<file path="src/rtl/anim_pkg.sv">
// Shared types for the LED-matrix animation sequencer.
// State/mode encodings and a width helper used by the top and the frame ROM.
package anim_pkg;

  typedef enum logic [1:0] {
    IDLE,
    PLAY,
    HOLDST
  } anim_state_t;

  typedef enum logic [1:0] {
    M_ONESHOT,
    M_LOOP,
    M_PINGPONG,
    M_RSVD
  } anim_mode_t;

  function automatic int iw_of(int n);
    return (n > 1) ? $clog2(n) : 1;
  endfunction

endpackage

</file>
<file path="src/rtl/anim_frame_rom.sv">
// Combinational frame store: frame f is a square ring of radius f around the centre.
// Indices at or beyond NFRAMES return a blank bitmap.
module anim_frame_rom
  import anim_pkg::*;
#(
  parameter int ROWS    = 16,
  parameter int COLS    = 16,
  parameter int NFRAMES = 7,
  localparam int IW     = iw_of(NFRAMES)
) (
  input  logic [IW-1:0]                idx,
  output logic [ROWS-1:0][COLS-1:0]    pix
);

  function automatic int absi(int v);
    return (v < 0) ? -v : v;
  endfunction

  // Doubled Chebyshev distance keeps the centre exact for even sizes.
  function automatic int dist2(int r, int c);
    int a;
    int b;
    a = absi(2 * r - (ROWS - 1));
    b = absi(2 * c - (COLS - 1));
    return (a > b) ? a : b;
  endfunction

  always_comb begin
    pix = '0;
    for (int r = 0; r < ROWS; r++) begin
      for (int c = 0; c < COLS; c++) begin
        if (int'(idx) < NFRAMES &&
            dist2(r, c) == 2 * int'(idx) + 1)
          pix[r][c] = 1'b1;
      end
    end
  end

endmodule

</file>
<file path="src/rtl/anim_sequencer.sv">
// Frame-sequence player: one-shot, loop and ping-pong playback
// of ROM frames with a per-frame prescaler, pause and status pulses.
module anim_sequencer
  import anim_pkg::*;
#(
  parameter int ROWS    = 16,
  parameter int COLS    = 16,
  parameter int NFRAMES = 7,
  parameter int FREQDIV = 25,
  localparam int IW     = iw_of(NFRAMES)
) (
  input  logic                      CLK,
  input  logic                      RST,
  input  logic                      EN,
  input  logic [1:0]                MODE,
  input  logic                      PAUSE,
  output logic [ROWS-1:0][COLS-1:0] PIX,
  output logic [IW-1:0]             FRAME,
  output logic                      BUSY,
  output logic                      HOLD,
  output logic                      DONE,
  output logic                      WRAP
);

  localparam int CW = iw_of(FREQDIV);
  localparam logic [IW-1:0] LAST = IW'(NFRAMES - 1);
  localparam logic [CW-1:0] TOP  = CW'(FREQDIV - 1);

  anim_state_t state_q, state_d;
  anim_mode_t  mode_q, mode_d;
  logic          dir_q, dir_d;
  logic [CW-1:0] cnt_q, cnt_d;
  logic [IW-1:0] idx_q, idx_d;
  logic          done_q, done_d;
  logic          wrap_q, wrap_d;
  logic          tick;

  assign tick = (cnt_q == TOP);

  always_ff @(posedge CLK or posedge RST) begin
    if (RST) begin
      state_q <= IDLE;
      mode_q  <= M_ONESHOT;
      dir_q   <= 1'b0;
      cnt_q   <= '0;
      idx_q   <= '0;
      done_q  <= 1'b0;
      wrap_q  <= 1'b0;
    end else begin
      state_q <= state_d;
      mode_q  <= mode_d;
      dir_q   <= dir_d;
      cnt_q   <= cnt_d;
      idx_q   <= idx_d;
      done_q  <= done_d;
      wrap_q  <= wrap_d;
    end
  end

  always_comb begin
    state_d = state_q;
    mode_d  = mode_q;
    dir_d   = dir_q;
    cnt_d   = cnt_q;
    idx_d   = idx_q;
    done_d  = 1'b0;
    wrap_d  = 1'b0;
    unique case (state_q)
      IDLE: begin
        dir_d = 1'b0;
        cnt_d = '0;
        idx_d = '0;
        if (EN) begin
          state_d = PLAY;
          mode_d  = anim_mode_t'(MODE);
        end
      end
      PLAY: begin
        if (!EN) begin
          state_d = IDLE;
          dir_d   = 1'b0;
          cnt_d   = '0;
          idx_d   = '0;
        end else if (!PAUSE) begin
          if (!tick) begin
            cnt_d = cnt_q + 1'b1;
          end else begin
            cnt_d = '0;
            unique case (mode_q)
              M_LOOP: begin
                if (idx_q == LAST) begin
                  idx_d  = '0;
                  wrap_d = 1'b1;
                end else begin
                  idx_d = idx_q + 1'b1;
                end
              end
              M_PINGPONG: begin
                // A single frame reverses in place, still pulsing WRAP.
                if (!dir_q) begin
                  if (idx_q == LAST) begin
                    dir_d  = 1'b1;
                    idx_d  = (NFRAMES > 1) ? idx_q - 1'b1 : idx_q;
                    wrap_d = 1'b1;
                  end else begin
                    idx_d = idx_q + 1'b1;
                  end
                end else begin
                  if (idx_q == '0) begin
                    dir_d  = 1'b0;
                    idx_d  = (NFRAMES > 1) ? idx_q + 1'b1 : idx_q;
                    wrap_d = 1'b1;
                  end else begin
                    idx_d = idx_q - 1'b1;
                  end
                end
              end
              default: begin
                if (idx_q == LAST) begin
                  state_d = HOLDST;
                  done_d  = 1'b1;
                end else begin
                  idx_d = idx_q + 1'b1;
                end
              end
            endcase
          end
        end
      end
      HOLDST: begin
        if (!EN) begin
          state_d = IDLE;
          dir_d   = 1'b0;
          cnt_d   = '0;
          idx_d   = '0;
        end
      end
      default: begin
        state_d = IDLE;
        dir_d   = 1'b0;
        cnt_d   = '0;
        idx_d   = '0;
      end
    endcase
  end

  anim_frame_rom #(
    .ROWS    (ROWS),
    .COLS    (COLS),
    .NFRAMES (NFRAMES)
  ) u_rom (
    .idx (idx_q),
    .pix (PIX)
  );

  assign FRAME = idx_q;
  assign BUSY  = (state_q == PLAY);
  assign HOLD  = (state_q == HOLDST);
  assign DONE  = done_q;
  assign WRAP  = wrap_q;

endmodule

</file>
<file path="config.mk">
export PLATFORM = sky130hd
export DESIGN_NAME = anim_sequencer
export DESIGN_NICKNAME = d
export VERILOG_FILES = /design/src/rtl/anim_pkg.sv /design/src/rtl/anim_frame_rom.sv /design/src/rtl/anim_sequencer.sv
export SDC_FILE = /design/constraint.sdc
export NUM_CORES = 1
export LEC_CHECK = 0
export BUFFER_PORTS_ARGS = -buffer_cell sky130_fd_sc_hd__buf_2
export CAP_MARGIN = 0
export CORE_AREA = 2 2 104 106
export CTS_BUF_LIST = sky130_fd_sc_hd__clkbuf_8
export DETAILED_ROUTE_END_ITERATION = 10
export DIE_AREA = 0 0 106 108
export MAX_ROUTING_LAYER = met4
export PLACE_DENSITY_LB_ADDON = 0.08
export SKIP_LAST_GASP = 1
export SLEW_MARGIN = 20
export SYNTH_ARGS = -nofsm -noshare
export SYNTH_HDL_FRONTEND = slang
export SYNTH_HIERARCHICAL = 1
export SYNTH_SLANG_ARGS = --single-unit
export TNS_END_PERCENT = 5
</file>
<file path="constraint.sdc">
create_clock -name CLK -period 4.2 [get_ports CLK]
set_input_delay 0.42 -clock CLK [delete_from_list [all_inputs] [get_ports CLK]]
set_output_delay 0.42 -clock CLK [all_outputs]
set_load 0.005 [all_outputs]
</file>
==> flow_metrics.tcl <==
set metrics [dict create \
    status "completed" \
    worst-r2r-setup-slack_ps 2110 \
    cp-start-kind "register" \
    vdd_ir_drop_max_uv 161 \
    hold_path.class "in2async" \
    fin_setup_tns_ps 0 \
    grt_use_total_pct 7.65 \
    coreArea_um2 10200 \
    power_per_cell_area_nw_per_um2 519 \
    synth_seq_area_share_pct 12.8 \
    die-height_um 108 \
    diodes_inserted 0 \
    max-slew-margin-rel_pct 56.1 \
    synthDistinctLibCells 44 \
    largest_driver_fanout_on_the_critical_path 52 \
    floorplan.initialDensity_pct 28.7 \
    timing.setup.critical_path_class "reg2out" \
    ys_warn_count 6 \
    final_net_count 401 \
    postSynthCellCount 365 \
    area.sequential_um2 375 \
    hpwl_um 4400 \
    remaining_drc_errors 0 \
    pin_count_of_the_biggest_net_entering_global_routing 53 \
    clockBufferDepth 2 \
    num_io_pins 269 \
    multi_input_comb_area_um2 858 \
    drt_pass1_iterations 4 \
    path_clk_slew_ps 70 \
    setup_violations 0 \
    clkSinkCount 15 \
    total_grt_overflow 0 \
    h_tree_depth 1 \
    cts_repair_resize_count 0 \
    maxSlewViolCount 0 \
    number_of_synthesized_register_bits 15 \
    cts_inserted_buffers 3 \
    timing.clock.skew_ps 4.72 \
    final_weighted_congestion_in_routability_driven_placement 0.690 \
    wl_um 5450 \
    final_antenna_net_count 0 \
    synth.top_cells.by_area "sky130_fd_sc_hd__buf_4 (64%), sky130_fd_sc_hd__dfrtp_1 (13%), sky130_fd_sc_hd__ha_1 (3.4%), sky130_fd_sc_hd__inv_1 (1.4%), sky130_fd_sc_hd__a21oi_1 (1.4%)" \
    final.period_utilization_pct 56.3 \
    final_core_util_pct 24.9 \
    cts_tree "built" \
    fp-row-count 37 \
    finalHoldViolations 0 \
    post-cts-setup-buffer-count 0 \
    avgSynthCellArea_um2 8.04 \
    numPortBuffers 208 \
    cts_hold_buf 0 \
    cp_data_required_time_ps 3780 \
    slowest_stage "sky130_fd_sc_hd__and3b_2" \
    drive_above_1_share_pct 59.1 \
    leakage_nw 1.80 \
    rsz0062_at_grt "no" \
    cp_data_arrival_time_ps 1940 \
    drtIter0Drc 33 \
    die_area_um2 11400 \
    max_cap_violations 0 \
    antenna_found_initial 0 \
    clock-root-buffer "sky130_fd_sc_hd__clkbuf_8" \
    fillers 1149 \
    grt_first_pass_wirelength_um 7060 \
    synth_top_area_share_pct 63.7 \
    clk-insertion-delay-late_ps 250 \
    max_freq_mhz 423 \
    routed-via-count 1834 \
    worstMarginPinSlew_ps 657 \
    critPathCaptureType "output port" \
    synthToLayoutAreaGrowth_pct -13.2 \
    detail_route.vias_per_cell 3.51 \
    yosysTopAreaCell "sky130_fd_sc_hd__buf_4" \
    period_minus_slack_ps 2360 \
    crit_path_cell_trace "and3b_2 > buf_2" \
    detail_route.wl_per_cell_um 10.4 \
    netlist_area_um2 2930 \
    worst_path_largest_cell_delay_ps 730 \
    die_width_um 106 \
    vias_in_the_first_global_route 1331 \
]
## worst max-delay path: cells and delay by family (launching register included)
kind	cells	cell delay, ps
and+or+nand+nor	1	730
DFF	1	710
buffers and inverters	1	240
## flip-flops by register name, summed over array words and instances, names as in the netlist
name	flops
cnt_q	5
FRAME	3
mode_q	2
state_q	2
DONE	1
WRAP	1
dir_q	1
## layout make-up
| cell class | instances | share of cell area (%) |
|---|---|---|
| Clock buffer | 3 | 1.62 |
| Clock inverter | 1 | 0.196 |
| Inverter | 11 | 1.62 |
| Multi-Input combinational cell | 146 | 33.7 |
| Sequential cell | 15 | 14.7 |
| Tap cell | 136 | 6.68 |
| Timing Repair Buffer | 210 | 41.5 |
## kinds of logic (layout without fill, tap and decap cells)
family / after synthesis / count (layout) / synth area share, %
buffers and inverters: 263 / 225 / 65.8
AND/OR/NAND/NOR: 43 / 43 / 9.08
AO/OA/AOI/OAI: 30 / 30 / 7.17
flip-flops: 15 / 15 / 12.8
adder cells (fa/ha/maj): 8 / 8 / 3.41
XOR/XNOR: 3 / 3 / 0.896
multiplexers: 2 / 2 / 0.682
other: 1 / 60 / 0.128
## report_power, final
part | internal (mW) | switching (mW) | total, mW
logic | 0.453 | 0.512 | 0.965
registers | 0.173 | 0.0621 | 0.235
clock network | 0.0658 | 0.0567 | 0.123
total | 0.692 | 0.631 | 1.32
## final timing paths
kind,start,endpoint,depth (start not counted)
min in group CLK,MODE[0],mode_q[0],3
hold reg to reg,state_q[1],state_q[0],1
setup reg to reg,FRAME[0],FRAME[1],7
max in group asynchronous,RST,FRAME[2],2
hold / removal,RST,cnt_q[1],2
setup / recovery,FRAME[2],PIX[25],2
## stage by stage
| stage | hold WS, ps | power [mW] | instance area (um^2) | setup WS (ps) | instances |
|---|---|---|---|---|---|
| after CTS | 276 | 1.35 | 2550 | 1770 | 522 |
| after global routing | 308 | 1.46 | 2550 | 1640 | 522 |
| final | 245 | 1.32 | 2550 | 1840 | 522 |
| after detailed placement | 527 | 1.23 | 2500 | 2040 | 518 |
| after global placement | 542 | 1.25 | 2500 | 1910 | 518 |
| after floorplan | 321 | 1.36 | 3160 | 861 | 424 |
## cells in the mapped netlist
cell,n
sky130_fd_sc_hd__o21ai_0,8
sky130_fd_sc_hd__nor2b_2,1
sky130_fd_sc_hd__nor2_1,6
sky130_fd_sc_hd__nor3_1,1
sky130_fd_sc_hd__nand2_1,8
sky130_fd_sc_hd__o31ai_1,1
sky130_fd_sc_hd__and2_1,1
sky130_fd_sc_hd__xor2_1,3
sky130_fd_sc_hd__nand4b_1,2
sky130_fd_sc_hd__and3b_4,1
sky130_fd_sc_hd__ha_1,8
sky130_fd_sc_hd__a21oi_1,8
sky130_fd_sc_hd__buf_4,249
sky130_fd_sc_hd__a21o_1,1
sky130_fd_sc_hd__or3_1,1
sky130_fd_sc_hd__nand3b_1,1
sky130_fd_sc_hd__mux2i_1,2
sky130_fd_sc_hd__a31oi_1,1
sky130_fd_sc_hd__a21boi_0,1
sky130_fd_sc_hd__o21bai_1,1
sky130_fd_sc_hd__or2_1,1
sky130_fd_sc_hd__nor4_1,1
sky130_fd_sc_hd__a41oi_1,1
sky130_fd_sc_hd__nor2b_1,3
sky130_fd_sc_hd__clkbuf_2,1
sky130_fd_sc_hd__o21ai_2,1
sky130_fd_sc_hd__o22ai_1,1
sky130_fd_sc_hd__a311oi_1,1
sky130_fd_sc_hd__a2bb2oi_1,1
sky130_fd_sc_hd__nand2_2,1
sky130_fd_sc_hd__and2b_4,1
sky130_fd_sc_hd__nor3b_1,4
sky130_fd_sc_hd__and3b_2,4
sky130_fd_sc_hd__inv_1,11
sky130_fd_sc_hd__nand3_1,4
sky130_fd_sc_hd__buf_6,1
sky130_fd_sc_hd__conb_1,1
sky130_fd_sc_hd__a2111oi_2,1
sky130_fd_sc_hd__o21ai_4,1
sky130_fd_sc_hd__buf_2,1
sky130_fd_sc_hd__a211oi_2,1
sky130_fd_sc_hd__dfrtp_1,15
sky130_fd_sc_hd__o41ai_1,1
sky130_fd_sc_hd__nand4_1,2
## layout by cell type, fill, tap and decap left out, types with 3 or more instances in the layout
cell type                  instances
sky130_fd_sc_hd__nor2b_1           3
sky130_fd_sc_hd__dfrtp_1          15
sky130_fd_sc_hd__xor2_1            3
sky130_fd_sc_hd__a21oi_1           8
sky130_fd_sc_hd__conb_1           60
sky130_fd_sc_hd__ha_1              8
sky130_fd_sc_hd__clkbuf_8          3
sky130_fd_sc_hd__and3b_2           4
sky130_fd_sc_hd__o21ai_0           8
sky130_fd_sc_hd__inv_1            11
sky130_fd_sc_hd__nand2_1           8
sky130_fd_sc_hd__nor2_1            6
sky130_fd_sc_hd__buf_2           208
sky130_fd_sc_hd__nand3_1           4
## routing by layer
metal	global-route usage (%)	part of all wire [%]
met5	-	0
met4	1.69	0.77
met3	0.723	7.2
met2	14.2	55
met1	8.99	37
Power figures use the tool's default switching activity.
